## src/rtl/hv_bundle_if.sv

```systemverilog
// Handshake bundle for hv_bundle_accumulator.
// Carries the input term stream, the bundled result and the busy status.
interface hv_bundle_if #(
    parameter int WIDTH   = 8,
    parameter int COUNT_W = 4
);
    logic [COUNT_W-1:0] num_terms;
    logic               in_valid;
    logic               in_ready;
    logic [WIDTH-1:0]   in_data;
    logic               out_valid;
    logic               out_ready;
    logic [WIDTH-1:0]   out_sum;
    logic               out_overflow;
    logic               busy;

    modport master (
        output num_terms, in_valid, in_data, out_ready,
        input  in_ready, out_valid, out_sum, out_overflow, busy
    );

    modport slave (
        input  num_terms, in_valid, in_data, out_ready,
        output in_ready, out_valid, out_sum, out_overflow, busy
    );
endinterface

```

## src/rtl/hv_bundle_accumulator.sv

```systemverilog
// Sums a programmable number of adder-stage terms and presents one bundled result.
// Define ACCUM_SATURATE_EN to clamp the sum at all ones instead of wrapping.
//
// state | meaning
// IDLE  | waiting for the first term of a bundle
// ACCUM | adding the remaining terms
// DONE  | result offered on the output handshake, input stalled
module hv_bundle_accumulator #(
    parameter int WIDTH   = 8,
    parameter int COUNT_W = 4
) (
    input  logic        clk,
    input  logic        rst_n,
    hv_bundle_if.slave  bus
);
    typedef enum logic [1:0] {
        IDLE  = 2'd0,
        ACCUM = 2'd1,
        DONE  = 2'd2
    } state_t;

    state_t             state_q, state_d;
    logic [WIDTH-1:0]   acc_q, acc_d;
    logic [WIDTH-1:0]   res_sum_q, res_sum_d;
    logic [COUNT_W-1:0] cnt_q, cnt_d;
    logic [COUNT_W-1:0] n_lat_q, n_lat_d;
    logic               ovf_q, ovf_d;
    logic               res_ovf_q, res_ovf_d;

    logic               in_ready_w;
    logic               accept;
    logic [WIDTH:0]     sum_ext;
    logic [COUNT_W-1:0] n_new;
    logic [COUNT_W-1:0] cnt_inc;

    assign in_ready_w = (state_q != DONE);
    assign accept     = bus.in_valid && in_ready_w;
    assign sum_ext    = {1'b0, acc_q} + {1'b0, bus.in_data};
    assign n_new      = (bus.num_terms == '0) ? COUNT_W'(1) : bus.num_terms;
    assign cnt_inc    = cnt_q + COUNT_W'(1);

    always_comb begin
        state_d   = state_q;
        acc_d     = acc_q;
        cnt_d     = cnt_q;
        n_lat_d   = n_lat_q;
        ovf_d     = ovf_q;
        res_sum_d = res_sum_q;
        res_ovf_d = res_ovf_q;

        case (state_q)
            IDLE: begin
                if (accept) begin
                    acc_d   = bus.in_data;
                    cnt_d   = COUNT_W'(1);
                    ovf_d   = 1'b0;
                    n_lat_d = n_new;
                    state_d = (n_new == COUNT_W'(1)) ? DONE : ACCUM;
                end
            end
            ACCUM: begin
                if (accept) begin
                    ovf_d = ovf_q | sum_ext[WIDTH];
`ifdef ACCUM_SATURATE_EN
                    // All ones plus any term either carries again or stays put,
                    // so the clamp persists for the rest of the bundle.
                    acc_d = sum_ext[WIDTH] ? {WIDTH{1'b1}} : sum_ext[WIDTH-1:0];
`else
                    acc_d = sum_ext[WIDTH-1:0];
`endif
                    cnt_d = cnt_inc;
                    if (cnt_inc == n_lat_q) begin
                        state_d = DONE;
                    end
                end
            end
            DONE: begin
                if (bus.out_ready) begin
                    state_d = IDLE;
                end
            end
            default: state_d = IDLE;
        endcase

        // Result registers only move when a bundle completes, so the last
        // result stays visible through the following IDLE and ACCUM phases.
        if ((state_d == DONE) && (state_q != DONE)) begin
            res_sum_d = acc_d;
            res_ovf_d = ovf_d;
        end
    end

    always_ff @(posedge clk or negedge rst_n) begin
        if (!rst_n) begin
            state_q   <= IDLE;
            acc_q     <= '0;
            cnt_q     <= '0;
            n_lat_q   <= '0;
            ovf_q     <= 1'b0;
            res_sum_q <= '0;
            res_ovf_q <= 1'b0;
        end else begin
            state_q   <= state_d;
            acc_q     <= acc_d;
            cnt_q     <= cnt_d;
            n_lat_q   <= n_lat_d;
            ovf_q     <= ovf_d;
            res_sum_q <= res_sum_d;
            res_ovf_q <= res_ovf_d;
        end
    end

    assign bus.in_ready     = in_ready_w;
    assign bus.out_valid    = (state_q == DONE);
    assign bus.busy         = (state_q != IDLE);
    assign bus.out_sum      = res_sum_q;
    assign bus.out_overflow = res_ovf_q;
endmodule

```

## src/flat_wrapper.sv

```systemverilog
// flat-port wrapper written by rule: the top's interface ports become plain ports
module hv_bundle_accumulator_flat 
#(
    parameter int WIDTH   = 8,
    parameter int COUNT_W = 4
)
  (clk, rst_n, bus_num_terms, bus_in_valid, bus_in_data, bus_out_ready, bus_in_ready, bus_out_valid, bus_out_sum, bus_out_overflow, bus_busy);
  hv_bundle_if #(.WIDTH(WIDTH), .COUNT_W(COUNT_W)) bus_i ();
  input  logic clk;
  input  logic rst_n;
  input wire logic [$bits(bus_i.num_terms)-1:0] bus_num_terms;
  input wire logic [$bits(bus_i.in_valid)-1:0] bus_in_valid;
  input wire logic [$bits(bus_i.in_data)-1:0] bus_in_data;
  input wire logic [$bits(bus_i.out_ready)-1:0] bus_out_ready;
  output wire logic [$bits(bus_i.in_ready)-1:0] bus_in_ready;
  output wire logic [$bits(bus_i.out_valid)-1:0] bus_out_valid;
  output wire logic [$bits(bus_i.out_sum)-1:0] bus_out_sum;
  output wire logic [$bits(bus_i.out_overflow)-1:0] bus_out_overflow;
  output wire logic [$bits(bus_i.busy)-1:0] bus_busy;
  assign bus_i.num_terms = bus_num_terms;
  assign bus_i.in_valid = bus_in_valid;
  assign bus_i.in_data = bus_in_data;
  assign bus_i.out_ready = bus_out_ready;
  assign bus_in_ready = bus_i.in_ready;
  assign bus_out_valid = bus_i.out_valid;
  assign bus_out_sum = bus_i.out_sum;
  assign bus_out_overflow = bus_i.out_overflow;
  assign bus_busy = bus_i.busy;
  hv_bundle_accumulator #(.WIDTH(WIDTH), .COUNT_W(COUNT_W)) u_core (.clk(clk), .rst_n(rst_n), .bus(bus_i));
endmodule
```

## config.mk

```make
export PLATFORM = sky130hd
export DESIGN_NAME = hv_bundle_accumulator_flat
export DESIGN_NICKNAME = d
export VERILOG_FILES = /design/src/rtl/hv_bundle_if.sv /design/src/rtl/hv_bundle_accumulator.sv /design/src/flat_wrapper.sv
export SDC_FILE = /design/constraint.sdc
export NUM_CORES = 1
export LEC_CHECK = 0
export CORE_MARGIN = 8
export CORE_UTILIZATION = 53
export CTS_CLUSTER_DIAMETER = 80
export CTS_CLUSTER_SIZE = 14
export DETAILED_ROUTE_END_ITERATION = 10
export PLACE_DENSITY_LB_ADDON = 0.15
export SLEW_MARGIN = 10
export SYNTH_ARGS = -nofsm -noshare
export SYNTH_HDL_FRONTEND = slang
export SYNTH_SLANG_ARGS = --single-unit
```

## constraint.sdc

```tcl
create_clock -name clk -period 2.55 [get_ports clk]
set_clock_uncertainty 0.15 [all_clocks]
set_input_delay 0.255 -clock clk [delete_from_list [all_inputs] [get_ports clk]]
set_output_delay 0.255 -clock clk [all_outputs]
set_load 0.03 [all_outputs]
```

==> impl_metrics.toml, run 1 <==
[power]
leakage_nw = 0.9047
power_mw = 2.484
p_per_area_nw_per_um2 = 1212
ir_drop_uv = 635.6

[synth]
synth_xor_area_share_pct = 4.925
synth_common_cells = "dfrtp_1 (28), a21oi_1 (14), nand2_1 (13), mux2_2 (11)"
synth.area.mux_share_pct = 9.254
yosys-top-cells-area = "dfrtp_1 (42%), mux2_2 (7.4%), ha_1 (6.7%), a21oi_1 (4.2%), o21ai_0 (3.0%)"
synth_edf_count = 0
synth_compound_area_share_pct = 18.36
avgSynthCellArea_sq_um = 10.22
synth_top_area_share_pct = 41.79
yosys_warnings = 0
syn_inst = 164
synth_nets = 190
yosysUniqueCellTypes = 43
async_flop_share_pct = 100.0
synthSimpleGateAreaFrac_pct = 13.96
synth_top_family_by_area = "compound AO/OA/AOI/OAI gates"
ys_seq_area_share_pct = 41.79
synth.most_common_cell = "dfrtp_1"
synth-seq-cells = 28
synth_top_area_cell = "dfrtp_1"
synthFlopType = "dfrtp_1"
synth_area_sq_um = 1677
synthAdderAreaFrac_pct = 7.910

[critical_path]
cp_num_buf_inv = 0
cp_num_cells = 6
crit_family = "flip-flops"
cpPeakStageDelay_ns = 0.46
r2r_start = "u_core.cnt_q[0]"
rr_worst_depth = 6
cp.required_ns = 2.62
path_cells = "ha_1 > xor2_1 > nor2_1 > nand4_2 > a21oi_4 > mux2_2"
worstSetupStartpointType = "flip-flop"
cp_data_arrival_time_ns = 2.36
critical_path_class = "reg2reg"
critical_path.max_fanout = 9
critical-path-slowest-cell = "dfrtp_1"
cp-startpoint = "u_core.cnt_q[0]"
endpoint_kind = "flip-flop"

[clock_tree]
path_clk_slew_ns = 0.14
htree_num_levels = 1
root_buffer = "clkbuf_4"
cts_buffers = 3
cts-resized-gates = 0
cts.sinks = 28
cts_tree = "done"
hold_buffers = 0
clockBufferDepth = 2
clk_latency_ns = 0.32
postCtsSetupRepairBufs = 0

[routing]
wl_um = 3533
drt_iter0_drc = 53
drc = 0
routed-via-count = 1305
routedWlPerCell_um = 14.78
antenna_left = 0
vias_per_cell = 5.460
firstDrtPassIters = 4

[outcome]
status = "finished, final reports clean"

[sta]
hold_viol_final = 0
fin_tns_setup_ns = 0
finalCritPeriodShare_pct = 89.69
drv_slew = 0
rsz0062_at_grt = "no"
max_slew_margin_pct = 67.13
max_freq_ghz = 0.4372
worst_pin_slew_ns = 0.4930
final-setup-viol-count = 0
post-route-min-period_ns = 2.287

[place]
gp_congestion = 0.8166
port-buffer-count = 27
hpwl_um = 2728

[floorplanning]
ios = 28
die_w_um = 72.25
rows = 20
core_area_sq_um = 3028
die_area_sq_um = 5219
start_util_pct = 55.37
die_y_um = 72.25

[global_routing]
grt_pass1_wl_um = 6051
grt_max_degree = 29
antenna_found_initial = 0
grt_pass1_vias = 1349
grt_overflow = 0
track_usage_pct = 14.50

[flow_run]
cap_violations = 0

[layout]
syn2layout_area_growth_pct = 22.24
diodes = 0
drive_gt1_share_pct = 15.38
layout.nets = 222

[worst_hold_path]
hold_path.class = "in2async"
-- layout by cell type (no fill, tap or decap), types with 4 or more instances in the layout --
| cell | n |
|---|---|
| a21o_1 | 5 |
| a21oi_1 | 14 |
| buf_4 | 6 |
| clkdlybuf4s50_1 | 27 |
| dfrtp_1 | 28 |
| ha_1 | 9 |
| inv_1 | 7 |
| mux2_2 | 11 |
| nand2_1 | 13 |
| nand4_1 | 4 |
| nor2_1 | 10 |
| nor3_1 | 4 |
| o21ai_0 | 10 |
-- through the flow --
step | worst slack [ns] | utilization [%] | std cells | hold slack [ns] | area, sq um
after floorplan | 0.4835 | - | 164 | -0.1906 | 1677
after global placement | 0.09786 | 66.49 | 235 | 0.3200 | 2013
after detailed placement | 0.02434 | 66.49 | 235 | 0.3249 | 2013
after CTS | 0.2495 | 67.69 | 239 | 0.1509 | 2049
after global routing | 0.1189 | 67.69 | 239 | 0.1638 | 2049
final | 0.2628 | 67.69 | 239 | 0.1576 | 2049
-- cells by family after synthesis --
| kind of cell | Yosys count |
|---|---|
| compound gates | 46 |
| simple gates | 45 |
| flops | 28 |
| buf+inv | 14 |
| mux | 14 |
| fa+ha+maj | 10 |
| xor+xnor | 7 |
-- where the power goes --
group	total (mW)	switching (mW)	internal, mW
clock network	0.212	0.125	0.0873
registers	0.841	0.186	0.655
logic	1.43	0.741	0.689
total	2.48	1.05	1.43
-- final timing paths --
check | to | slack, ns
max in group asynchronous | u_core.cnt_q[2] | 1.83
setup reg to reg | u_core.bus.out_sum[5] | 0.26
hold / removal | u_core.bus.out_sum[4] | 0.16
min in group clk | u_core.acc_q[5] | 0.35
setup / recovery | u_core.bus.out_sum[5] | 0.26
hold reg to reg | u_core.acc_q[5] | 0.35
-- final cells by class --
class                      count  area, sq um
sequential                    28        700.7
timing repair buffer          33        315.3
inverter                       8        30.03
tap                           44        55.05
clock buffer                   4        36.28
multi-input combinational    122        912.1
fill                         255        978.4
-- routing by layer --
| metal | wire length, um | global-route usage, % | vias to the layer above |
|---|---|---|---|
| met5 | 0 | 0 | - |
| met4 | 44 | 6.576 | 0 |
| met3 | 215 | 4.270 | 4 |
| met2 | 1770 | 24.27 | 26 |
| met1 | 1501 | 16.58 | 623 |
| li1 | - | - | 652 |
-- flip-flops by register name, summed over array words and instances (netlist names) --
register / cells
u_core.bus.out_sum: 8
u_core.acc_q: 8
u_core.state_q: 2
u_core.cnt_q: 4
u_core.n_lat_q: 4
u_core.bus.out_overflow: 1
u_core.ovf_q: 1
(Power assumes the default switching activity.)
==> run 2, diff against run 1 <==
Settings changed: CAP_MARGIN from default to 20, CTS_CLUSTER_SIZE 14 to default.
==> results of run 2 <==
The final DEF is identical to that of run 1; final timing and power are the same.
